## src/rtl/mem_bus_arbiter_if.sv

```systemverilog
// CPU-side and SRAM-side signals of the memory bus arbiter.
// The arbiter connects through the slave modport; the driving environment uses master.
interface mem_bus_arbiter_if;

   logic        rom_ce_i;
   logic [31:0] rom_addr_i;
   logic [31:0] rom_data_o;
   logic        ram_ce_i;
   logic        ram_we_i;
   logic [31:0] ram_addr_i;
   logic [31:0] ram_data_i;
   logic [3:0]  ram_sel_i;
   logic [31:0] ram_data_o;
   logic        stallreq_o;
   logic        sram_req_o;
   logic        sram_we_o;
   logic [31:0] sram_addr_o;
   logic [31:0] sram_wdata_o;
   logic [3:0]  sram_sel_o;
   logic [31:0] sram_rdata_i;
   logic        sram_ack_i;
   logic        bus_err_o;

   modport slave (
      input  rom_ce_i, rom_addr_i, ram_ce_i, ram_we_i, ram_addr_i, ram_data_i, ram_sel_i,
             sram_rdata_i, sram_ack_i,
      output rom_data_o, ram_data_o, stallreq_o, sram_req_o, sram_we_o, sram_addr_o,
             sram_wdata_o, sram_sel_o, bus_err_o
   );

   modport master (
      output rom_ce_i, rom_addr_i, ram_ce_i, ram_we_i, ram_addr_i, ram_data_i, ram_sel_i,
             sram_rdata_i, sram_ack_i,
      input  rom_data_o, ram_data_o, stallreq_o, sram_req_o, sram_we_o, sram_addr_o,
             sram_wdata_o, sram_sel_o, bus_err_o
   );

endinterface

```

## src/rtl/mem_bus_arbiter.sv

```systemverilog
// Serialises CPU fetch (rom) and data (ram) accesses onto one single-port SRAM.
// Define ARB_TIMEOUT_EN to abort an access after TIMEOUT cycles without ack.
module mem_bus_arbiter #(
   parameter int unsigned TIMEOUT = 255
) (
   input  logic             clk,
   input  logic             rst,
   mem_bus_arbiter_if.slave bus
);

   typedef enum logic [1:0] {IDLE, BUSY_MEM, BUSY_IF} state_t;

   typedef struct packed {
      logic        req;
      logic        we;
      logic [31:0] addr;
      logic [31:0] wdata;
      logic [3:0]  sel;
      logic [31:0] rom_data;
      logic [31:0] ram_data;
      logic        if_done;
      logic        mem_done;
   } regs_t;

   state_t state_q, state_d;
   regs_t  r_q, r_d;
   logic   stall;

   if (TIMEOUT < 1 || TIMEOUT > 255) begin : g_bad_timeout
      $error("mem_bus_arbiter: TIMEOUT must be in 1..255");
   end

`ifdef ARB_TIMEOUT_EN
   localparam logic [7:0] CNT_LAST = 8'(TIMEOUT - 1);
   logic [7:0] cnt_q, cnt_d;
   logic       bus_err_q, bus_err_d;
`endif

   always_comb begin
      // NOTE: every variable gets a default before any branch, so no path leaves one unassigned and no latch is inferred.
      stall   = (bus.rom_ce_i & ~r_q.if_done) | (bus.ram_ce_i & ~r_q.mem_done);
      state_d = state_q;
      r_d     = r_q;
`ifdef ARB_TIMEOUT_EN
      cnt_d     = cnt_q;
      bus_err_d = 1'b0;
`endif
      // The pipeline advances in any cycle without a stall; that retires both results.
      if (!stall) begin
         r_d.if_done  = 1'b0;
         r_d.mem_done = 1'b0;
      end

      unique case (state_q)
         IDLE: begin
            if (bus.ram_ce_i && !r_q.mem_done) begin
               state_d   = BUSY_MEM;
               r_d.req   = 1'b1;
               r_d.we    = bus.ram_we_i;
               r_d.addr  = bus.ram_addr_i;
               r_d.wdata = bus.ram_data_i;
               r_d.sel   = bus.ram_sel_i;
            end else if (bus.rom_ce_i && !r_q.if_done) begin
               state_d  = BUSY_IF;
               r_d.req  = 1'b1;
               r_d.we   = 1'b0;
               r_d.addr = bus.rom_addr_i;
               r_d.sel  = 4'b1111;
            end
         end

         BUSY_MEM, BUSY_IF: begin
            if (bus.sram_ack_i) begin
               state_d = IDLE;
               r_d.req = 1'b0;
               if (state_q == BUSY_MEM) begin
                  r_d.mem_done = 1'b1;
                  if (!r_q.we) r_d.ram_data = bus.sram_rdata_i;
               end else begin
                  r_d.if_done  = 1'b1;
                  r_d.rom_data = bus.sram_rdata_i;
               end
`ifdef ARB_TIMEOUT_EN
               cnt_d = '0;
            end else if (cnt_q == CNT_LAST) begin
               state_d   = IDLE;
               r_d.req   = 1'b0;
               cnt_d     = '0;
               bus_err_d = 1'b1;
               if (state_q == BUSY_MEM) begin
                  r_d.mem_done = 1'b1;
                  r_d.ram_data = 32'h0;
               end else begin
                  r_d.if_done  = 1'b1;
                  r_d.rom_data = 32'h0;
               end
            end else begin
               cnt_d = cnt_q + 8'd1;
            end
`else
            end
`endif
         end

         default: state_d = IDLE;
      endcase
   end

   // NOTE: sequential state is written with non-blocking assignments so every flop samples pre-edge values.
   always_ff @(posedge clk) begin
      if (!rst) begin
         state_q <= IDLE;
         r_q     <= '0;
      end else begin
         state_q <= state_d;
         r_q     <= r_d;
      end
   end

`ifdef ARB_TIMEOUT_EN
   always_ff @(posedge clk) begin
      if (!rst) begin
         cnt_q     <= '0;
         bus_err_q <= 1'b0;
      end else begin
         cnt_q     <= cnt_d;
         bus_err_q <= bus_err_d;
      end
   end

   assign bus.bus_err_o = bus_err_q;
`else
   assign bus.bus_err_o = 1'b0;
`endif

   assign bus.stallreq_o   = stall;
   assign bus.sram_req_o   = r_q.req;
   assign bus.sram_we_o    = r_q.we;
   assign bus.sram_addr_o  = r_q.addr;
   assign bus.sram_wdata_o = r_q.wdata;
   assign bus.sram_sel_o   = r_q.sel;
   assign bus.rom_data_o   = r_q.rom_data;
   assign bus.ram_data_o   = r_q.ram_data;

endmodule

```

## src/flat_wrapper.sv

```systemverilog
// flat-port wrapper written by rule: the top's interface ports become plain ports
module mem_bus_arbiter_flat 
#(
   parameter int unsigned TIMEOUT = 255
)
  (clk, rst, bus_rom_ce_i, bus_rom_addr_i, bus_ram_ce_i, bus_ram_we_i, bus_ram_addr_i, bus_ram_data_i, bus_ram_sel_i, bus_sram_rdata_i, bus_sram_ack_i, bus_rom_data_o, bus_ram_data_o, bus_stallreq_o, bus_sram_req_o, bus_sram_we_o, bus_sram_addr_o, bus_sram_wdata_o, bus_sram_sel_o, bus_bus_err_o);
  mem_bus_arbiter_if bus_i ();
  input  logic clk;
  input  logic rst;
  input wire logic [$bits(bus_i.rom_ce_i)-1:0] bus_rom_ce_i;
  input wire logic [$bits(bus_i.rom_addr_i)-1:0] bus_rom_addr_i;
  input wire logic [$bits(bus_i.ram_ce_i)-1:0] bus_ram_ce_i;
  input wire logic [$bits(bus_i.ram_we_i)-1:0] bus_ram_we_i;
  input wire logic [$bits(bus_i.ram_addr_i)-1:0] bus_ram_addr_i;
  input wire logic [$bits(bus_i.ram_data_i)-1:0] bus_ram_data_i;
  input wire logic [$bits(bus_i.ram_sel_i)-1:0] bus_ram_sel_i;
  input wire logic [$bits(bus_i.sram_rdata_i)-1:0] bus_sram_rdata_i;
  input wire logic [$bits(bus_i.sram_ack_i)-1:0] bus_sram_ack_i;
  output wire logic [$bits(bus_i.rom_data_o)-1:0] bus_rom_data_o;
  output wire logic [$bits(bus_i.ram_data_o)-1:0] bus_ram_data_o;
  output wire logic [$bits(bus_i.stallreq_o)-1:0] bus_stallreq_o;
  output wire logic [$bits(bus_i.sram_req_o)-1:0] bus_sram_req_o;
  output wire logic [$bits(bus_i.sram_we_o)-1:0] bus_sram_we_o;
  output wire logic [$bits(bus_i.sram_addr_o)-1:0] bus_sram_addr_o;
  output wire logic [$bits(bus_i.sram_wdata_o)-1:0] bus_sram_wdata_o;
  output wire logic [$bits(bus_i.sram_sel_o)-1:0] bus_sram_sel_o;
  output wire logic [$bits(bus_i.bus_err_o)-1:0] bus_bus_err_o;
  assign bus_i.rom_ce_i = bus_rom_ce_i;
  assign bus_i.rom_addr_i = bus_rom_addr_i;
  assign bus_i.ram_ce_i = bus_ram_ce_i;
  assign bus_i.ram_we_i = bus_ram_we_i;
  assign bus_i.ram_addr_i = bus_ram_addr_i;
  assign bus_i.ram_data_i = bus_ram_data_i;
  assign bus_i.ram_sel_i = bus_ram_sel_i;
  assign bus_i.sram_rdata_i = bus_sram_rdata_i;
  assign bus_i.sram_ack_i = bus_sram_ack_i;
  assign bus_rom_data_o = bus_i.rom_data_o;
  assign bus_ram_data_o = bus_i.ram_data_o;
  assign bus_stallreq_o = bus_i.stallreq_o;
  assign bus_sram_req_o = bus_i.sram_req_o;
  assign bus_sram_we_o = bus_i.sram_we_o;
  assign bus_sram_addr_o = bus_i.sram_addr_o;
  assign bus_sram_wdata_o = bus_i.sram_wdata_o;
  assign bus_sram_sel_o = bus_i.sram_sel_o;
  assign bus_bus_err_o = bus_i.bus_err_o;
  mem_bus_arbiter #(.TIMEOUT(TIMEOUT)) u_core (.clk(clk), .rst(rst), .bus(bus_i));
endmodule
```

## config.mk

```make
export PLATFORM = sky130hd
export DESIGN_NAME = mem_bus_arbiter_flat
export DESIGN_NICKNAME = d
export VERILOG_FILES = /design/src/rtl/mem_bus_arbiter_if.sv /design/src/rtl/mem_bus_arbiter.sv /design/src/flat_wrapper.sv
export SDC_FILE = /design/constraint.sdc
export NUM_CORES = 1
export LEC_CHECK = 0
export BUFFER_PORTS_ARGS = -buffer_cell sky130_fd_sc_hd__buf_4
export CORE_ASPECT_RATIO = 1.5
export CORE_MARGIN = 2
export CORE_UTILIZATION = 44
export DETAILED_ROUTE_END_ITERATION = 10
export PLACE_DENSITY = 0.8
export SLEW_MARGIN = 20
export SYNTH_ARGS = -nofsm -noshare
export SYNTH_HDL_FRONTEND = slang
export SYNTH_SLANG_ARGS = --single-unit
```

## constraint.sdc

```tcl
create_clock -name clk -period 1.6 [get_ports clk]
set_input_delay 0.16 -clock clk [delete_from_list [all_inputs] [get_ports clk]]
set_output_delay 0.16 -clock clk [all_outputs]
set_load 0.005 [all_outputs]
```

==> results of run 1 <==
[critical path: stages (launching register included)]
cell      delay [ns]
dfxtp_1         0.37
nand2b_4        0.20
buf_12          0.15
nand2_1         0.08
buf_4           0.15
[Yosys cell counts, types with 3 or more instances]
master,n
a21oi_1,62
inv_1,4
ha_1,4
buf_2,21
nand2_1,264
clkbuf_1,22
nor2_1,35
a21boi_0,39
dfxtp_1,138
nand2b_1,3
buf_4,135
o221a_2,4
a311oi_2,32
buf_6,6
[where the power goes]
part / switching [mW] / internal (mW) / total (mW)
logic: 1.13 / 1.27 / 2.40
registers: 0.182 / 3.79 / 3.97
clock network: 1.65 / 2.41 / 4.06
total: 2.96 / 7.47 / 10.4
[per-layer routing]
layer  part of all wire  up-vias  routed length (um)  GRT usage
met1               0.37     2606                6670      0.242
met2               0.53      207                9520      0.385
li1                   -     2780                   -          -
met4              0.035        0                 626      0.110
met3              0.062       46                1100     0.0583
met5                  0        -                   0          0
[logic make-up (layout without fill, tap and decap cells)]
| logic type | Yosys count | after routing | synth area share |
|---|---|---|---|
| DFF | 138 | 138 | 0.426 |
| buffers and inverters | 188 | 382 | 0.198 |
| other | 1 | 1 | 0.000578 |
| AOI/OAI and AO/OA | 142 | 142 | 0.181 |
| adders and majority gates | 4 | 4 | 0.00772 |
| and+or+nand+nor | 312 | 312 | 0.187 |
[registers in the layout (all words and copies together) (netlist names)]
| signal | flops |
|---|---|
| u_core.bus.ram_data_o | 32 |
| u_core.bus.rom_data_o | 32 |
| u_core.bus.sram_addr_o | 32 |
| u_core.bus.sram_wdata_o | 32 |
| u_core.bus.sram_sel_o | 4 |
| u_core.r_q | 2 |
| u_core.state_q | 2 |
| u_core.bus.sram_req_o | 1 |
| u_core.bus.sram_we_o | 1 |
[metrics by stage]
| step | cells | cell area (um^2) | worst slack (ns) |
|---|---|---|---|
| floorplan | 785 | 6500 | 0.0234 |
| global placement | 1086 | 7780 | 0.0836 |
| detailed placement | 1086 | 7780 | 0.00999 |
| CTS | 1170 | 8930 | 0.00768 |
| global route | 1175 | 9010 | 0.00619 |
| finish | 1175 | 9010 | 0.0859 |
[repair_timing]
item,CTS,global route
setup buffers,0,3
resized for setup,5,3
endpoints found under the setup margin,1,53
cloned,0,2
hold buffers,52,0
endpoints found under the hold margin,55,0
[final timing paths]
| kind | end | slack, ns | cells after the start |
|---|---|---|---|
| max | bus_stallreq_o | 0.09 | 4 |
| min | u_core.bus.sram_wdata_o[24] | 0.02 | 3 |
| max reg2reg | u_core.bus.sram_addr_o[18] | 0.09 | 5 |
| min reg2reg | u_core.bus.rom_data_o[2] | 0.45 | 2 |
[area by class of cell]
| class | instances | share of cell area |
|---|---|---|
| inverter | 4 | 0.00181 |
| sequential | 138 | 0.307 |
| tap | 196 | 0.0272 |
| clock buffer | 18 | 0.0488 |
| timing repair buffer | 346 | 0.322 |
| multi-input combinational | 459 | 0.274 |
| clock inverter | 14 | 0.0193 |
==> results.py, run 1 <==
metrics = {
    "run_status": {
        "status": "completed",
    },
    "finish": {
        "final_util": 0.623,
        "syn_to_final_growth_pct": 38.9,
        "multi_input_area_um2": 2470,
        "layout.nets": 1108,
        "num-fill-cells": 1242,
        "drive_gt1_frac": 0.382,
        "final_cell_mix": "buf_4, nand2_1, dfxtp_1",
        "insertedDiodeCount": 0,
        "layout_commonest_cell": "buf_4",
        "regArea_um2": 2760,
    },
    "timing": {
        "slew_viol_final": 0,
        "hold_ws_ns": 0.0177,
        "fin_skew_ns": 0.0105,
        "fin_crit_ns": 1.51,
        "finalSetupViolations": 0,
        "rsz0062_at_grt": "false",
        "tns_ns": 0,
        "max_freq_mhz": 660,
        "hold_viol": 0,
        "period_share": 0.946,
    },
    "critical_path": {
        "cp-startpoint": "u_core.r_q[0]",
        "rr_startpoint": "u_core.r_q[1]",
        "critPathMaxFanout": 12,
        "critical_path_class": "reg -> out",
        "startpoint_type": "flip-flop",
        "arrival_ns": 1.35,
        "worst_ep_required_time_ns": 1.44,
        "endpoint_kind": "primary output",
    },
    "global_routing": {
        "overflow": 0,
        "grt_use_total": 0.222,
        "grt_pass1_vias": 5540,
        "grt_max_degree": 50,
        "antenna_found_initial": 0,
        "grt_first_pass_wirelength_um": 27400,
    },
    "logic_synthesis": {
        "synthArstFlopShare": 0,
        "synth_cells": 785,
        "syn_avg_cell_area_um2": 8.26,
        "synth_area_leaders": "dfxtp_1, buf_4, nand2_1",
        "synth_ff_type": "dfxtp_1",
        "syn_area_um2": 6480,
        "synth_cell_types": 27,
        "yosys.area.top_type": "dfxtp_1",
        "synth_edf_count": 0,
        "synthesis.nets": 927,
        "yosys_warnings": 0,
        "netlist.area_leader.share": 0.426,
        "synth_seq_area_share": 0.426,
        "yosys_register_bits": 138,
    },
    "power": {
        "ir_drop_v": 0.000694,
        "power_mw": 10.4,
        "p_leak_nw": 3.93,
        "power.density_nw_per_um2": 1160,
    },
    "drt": {
        "viasPerCell": 4.80,
        "vias": 5639,
        "firstDrtPassIters": 4,
        "drtIter0Drc": 142,
        "ant_nets": 0,
        "route.detailed.drc": 0,
        "post_drt_wl_per_cell_um": 15.2,
        "routed_wl_um": 17900,
    },
    "floorplan": {
        "row_count": 54,
        "core-area_um2": 14500,
        "num_io_pins": 274,
        "die_area_um2": 15700,
        "start_util": 0.448,
        "fp.dieH_um": 153,
        "die_w_um": 103,
    },
    "placed_design": {
        "port_buffers": 272,
        "gp_congestion": 0.798,
        "hpwl_um": 11800,
    },
    "clock_network": {
        "cts_buffers": 17,
        "clk_pin_slew_ns": 0.06,
        "h-tree-depth": 4,
        "clockRootBuffer": "clkbuf_16",
        "cts_tree": "yes",
        "cts.path.max_buffers": 2,
        "clkSinkCount": 138,
        "insertion_delay_ns": 0.41,
    },
    "hold_path": {
        "hold_path.startpoint": "bus_ram_data_i[24]",
        "hp-class": "in -> reg",
    },
    "run": {
        "maxCapViolCount": 0,
    },
}
(Power assumes the default switching activity.)
==> inputs of run 2 (changes only) <==
- BUFFER_PORTS_ARGS: -buffer_cell sky130_fd_sc_hd__buf_4 -> not set
- CORE_UTILIZATION: 44 -> 45
- DONT_BUFFER_PORTS: not set -> 1
- PLACE_DENSITY: 0.8 -> 0.65
==> results.py, run 2 (same netlist as run 1, synthesis figures left out) <==
metrics = {
    "power": {
        "p_int_mw": 6.91,
        "switching_power_mw": 2.70,
        "ir_drop_v": 0.000638,
        "seqPwrFrac": 0.428,
        "sw_frac_of_total": 0.281,
        "p_leak_nw": 2.87,
        "power_frac_comb": 0.178,
        "p_clk_frac": 0.394,
        "power.density_nw_per_um2": 1240,
    },
    "critical_path": {
        "crit_end": "bus_stallreq_o",
        "critical_path_class": "reg -> out",
        "critPathMaxFanout": 19,
        "path_buf_inv": 3,
        "crit-reg2reg-capture": "u_core.bus.sram_addr_o[1]",
        "r2r_slack_ns": 0.08,
        "cp-startpoint": "u_core.r_q[0]",
        "reg2reg_depth": 5,
        "rr_startpoint": "u_core.r_q[1]",
        "cp_num_cells": 5,
        "endpoint_kind": "primary output",
        "startpoint_type": "flip-flop",
        "arrival_ns": 1.37,
        "slowest_stage": "dfxtp_2",
        "max_stage_delay_ns": 0.33,
        "worst_ep_required_time_ns": 1.44,
        "crit_family": "buffers and inverters",
        "path_cells": "nand2b_4, buf_6, buf_12, nand2_1, buf_4",
    },
    "clock_network": {
        "cts.path.max_buffers": 2,
        "cts_buffers": 17,
        "cts_tree": "yes",
        "clockRootBuffer": "clkbuf_16",
        "insertion_delay_ns": 0.40,
        "clk_pin_slew_ns": 0.06,
        "clkSinkCount": 138,
        "h-tree-depth": 4,
    },
    "drt": {
        "drtIter0Drc": 166,
        "vias": 5080,
        "ant_nets": 0,
        "post_drt_wl_per_cell_um": 17.3,
        "firstDrtPassIters": 5,
        "viasPerCell": 5.18,
        "route.detailed.drc": 0,
        "routed_wl_um": 16900,
    },
    "timing": {
        "max_freq_mhz": 652,
        "slew_viol_final": 0,
        "finalWorstSetupSlack_ns": 0.0659,
        "hold_viol": 0,
        "period_share": 0.959,
        "fin_skew_ns": 0.0106,
        "fin_crit_ns": 1.53,
        "finalSetupViolations": 0,
    },
    "hold_path": {
        "hp-class": "in -> reg",
    },
    "floorplan": {
        "start_util": 0.461,
        "num_io_pins": 274,
        "row_count": 53,
        "die_w_um": 102,
        "die_area_um2": 15400,
        "core-area_um2": 14100,
        "fp.dieH_um": 151,
    },
    "global_routing": {
        "antenna_found_initial": 0,
        "overflow": 0,
        "grt_max_degree": 64,
        "grt_pass1_vias": 5262,
        "grt_use_total": 0.209,
        "grt_first_pass_wirelength_um": 25200,
    },
    "finish": {
        "final_cell_area_um2": 7730,
        "syn_to_final_growth_pct": 19.2,
        "layout_commonest_cell": "nand2_1",
        "layout.nets": 917,
        "drive_gt1_frac": 0.126,
        "num-fill-cells": 1213,
        "final_cell_mix": "nand2_1, dfxtp_1, dlygate4sd3_1",
    },
    "placed_design": {
        "placed_area_um2": 5720,
        "port_buffers": 0,
        "hpwl_um": 10700,
        "gp_congestion": 0.761,
        "place_ws_ns": -0.00696,
    },
    "run_status": {
        "status": "completed",
    },
    "run": {
        "maxCapViolCount": 0,
    },
}
run 2: through the flow:
step / util / cells / hold WS, ns / TNS (ns) / power, mW
after floorplan: - / 785 / 0.296 / 0 / 5.59
after global placement: 0.407 / 810 / 0.298 / 0 / 5.43
after detailed placement: 0.407 / 810 / 0.304 / -0.00696 / 5.50
after CTS: 0.547 / 979 / 0.0753 / 0 / 9.62
after global routing: 0.550 / 980 / 0.0919 / -0.00500 / 10.1
final: 0.550 / 981 / 0.0973 / 0 / 9.60
run 2: worst min path at each step:
stage	to	startpoint	depth (start not counted)
final	u_core.bus.sram_addr_o[28]	rst	2
after global routing	u_core.bus.sram_sel_o[1]	rst	2
after CTS	u_core.state_q[0]	bus_sram_ack_i	3
after detailed placement	u_core.bus.sram_wdata_o[11]	bus_ram_data_i[11]	2
after global placement	u_core.bus.sram_wdata_o[30]	bus_ram_data_i[30]	2
after floorplan	u_core.bus.ram_data_o[28]	bus_sram_rdata_i[28]	2
run 2: worst reg2reg max path: cells and delay by family, from the launching register on:
kind | cells | cell delay, ns
buffers and inverters | 1 | 0.22
and+or+nand+nor | 2 | 0.37
DFF | 1 | 0.32
AOI/OAI and AO/OA | 2 | 0.51
run 2: cell type report:
class	count	area, um^2	share of cell area
clock buffer	19	433	0.0560
multi-input combinational	459	2470	0.319
timing repair buffer	155	1660	0.215
clock inverter	13	143	0.0184
inverter	4	16.3	0.00210
tap	192	240	0.0311
antenna	1	2.50	0.000324
sequential	138	2770	0.358
run 2: metal layers:
layer  up-vias  share of wire  track usage
li1       2399              -            -
met1      2382           0.35        0.200
met2       258           0.53        0.378
met3        41          0.093       0.0821
met4         0          0.033        0.111
met5         -              0            0
run 2: power groups by stage:
stage	Sequential, mW	Clock [mW]	Combinational, mW
after floorplan	4.00	0	1.59
after global placement	4.16	0	1.26
after detailed placement	4.17	0	1.33
after CTS	4.10	3.88	1.64
after global routing	4.15	4.04	1.87
final	4.11	3.79	1.71
run 2: what timing repair did:
action | CTS | global route
gates cloned | 0 | 1
endpoints found under the setup margin | 5 | 45
gates resized for setup | 6 | 5
hold buffers | 136 | 0
endpoints found under the hold margin | 138 | 0
buffers inserted | 1 | 0
pin swaps | 0 | 0
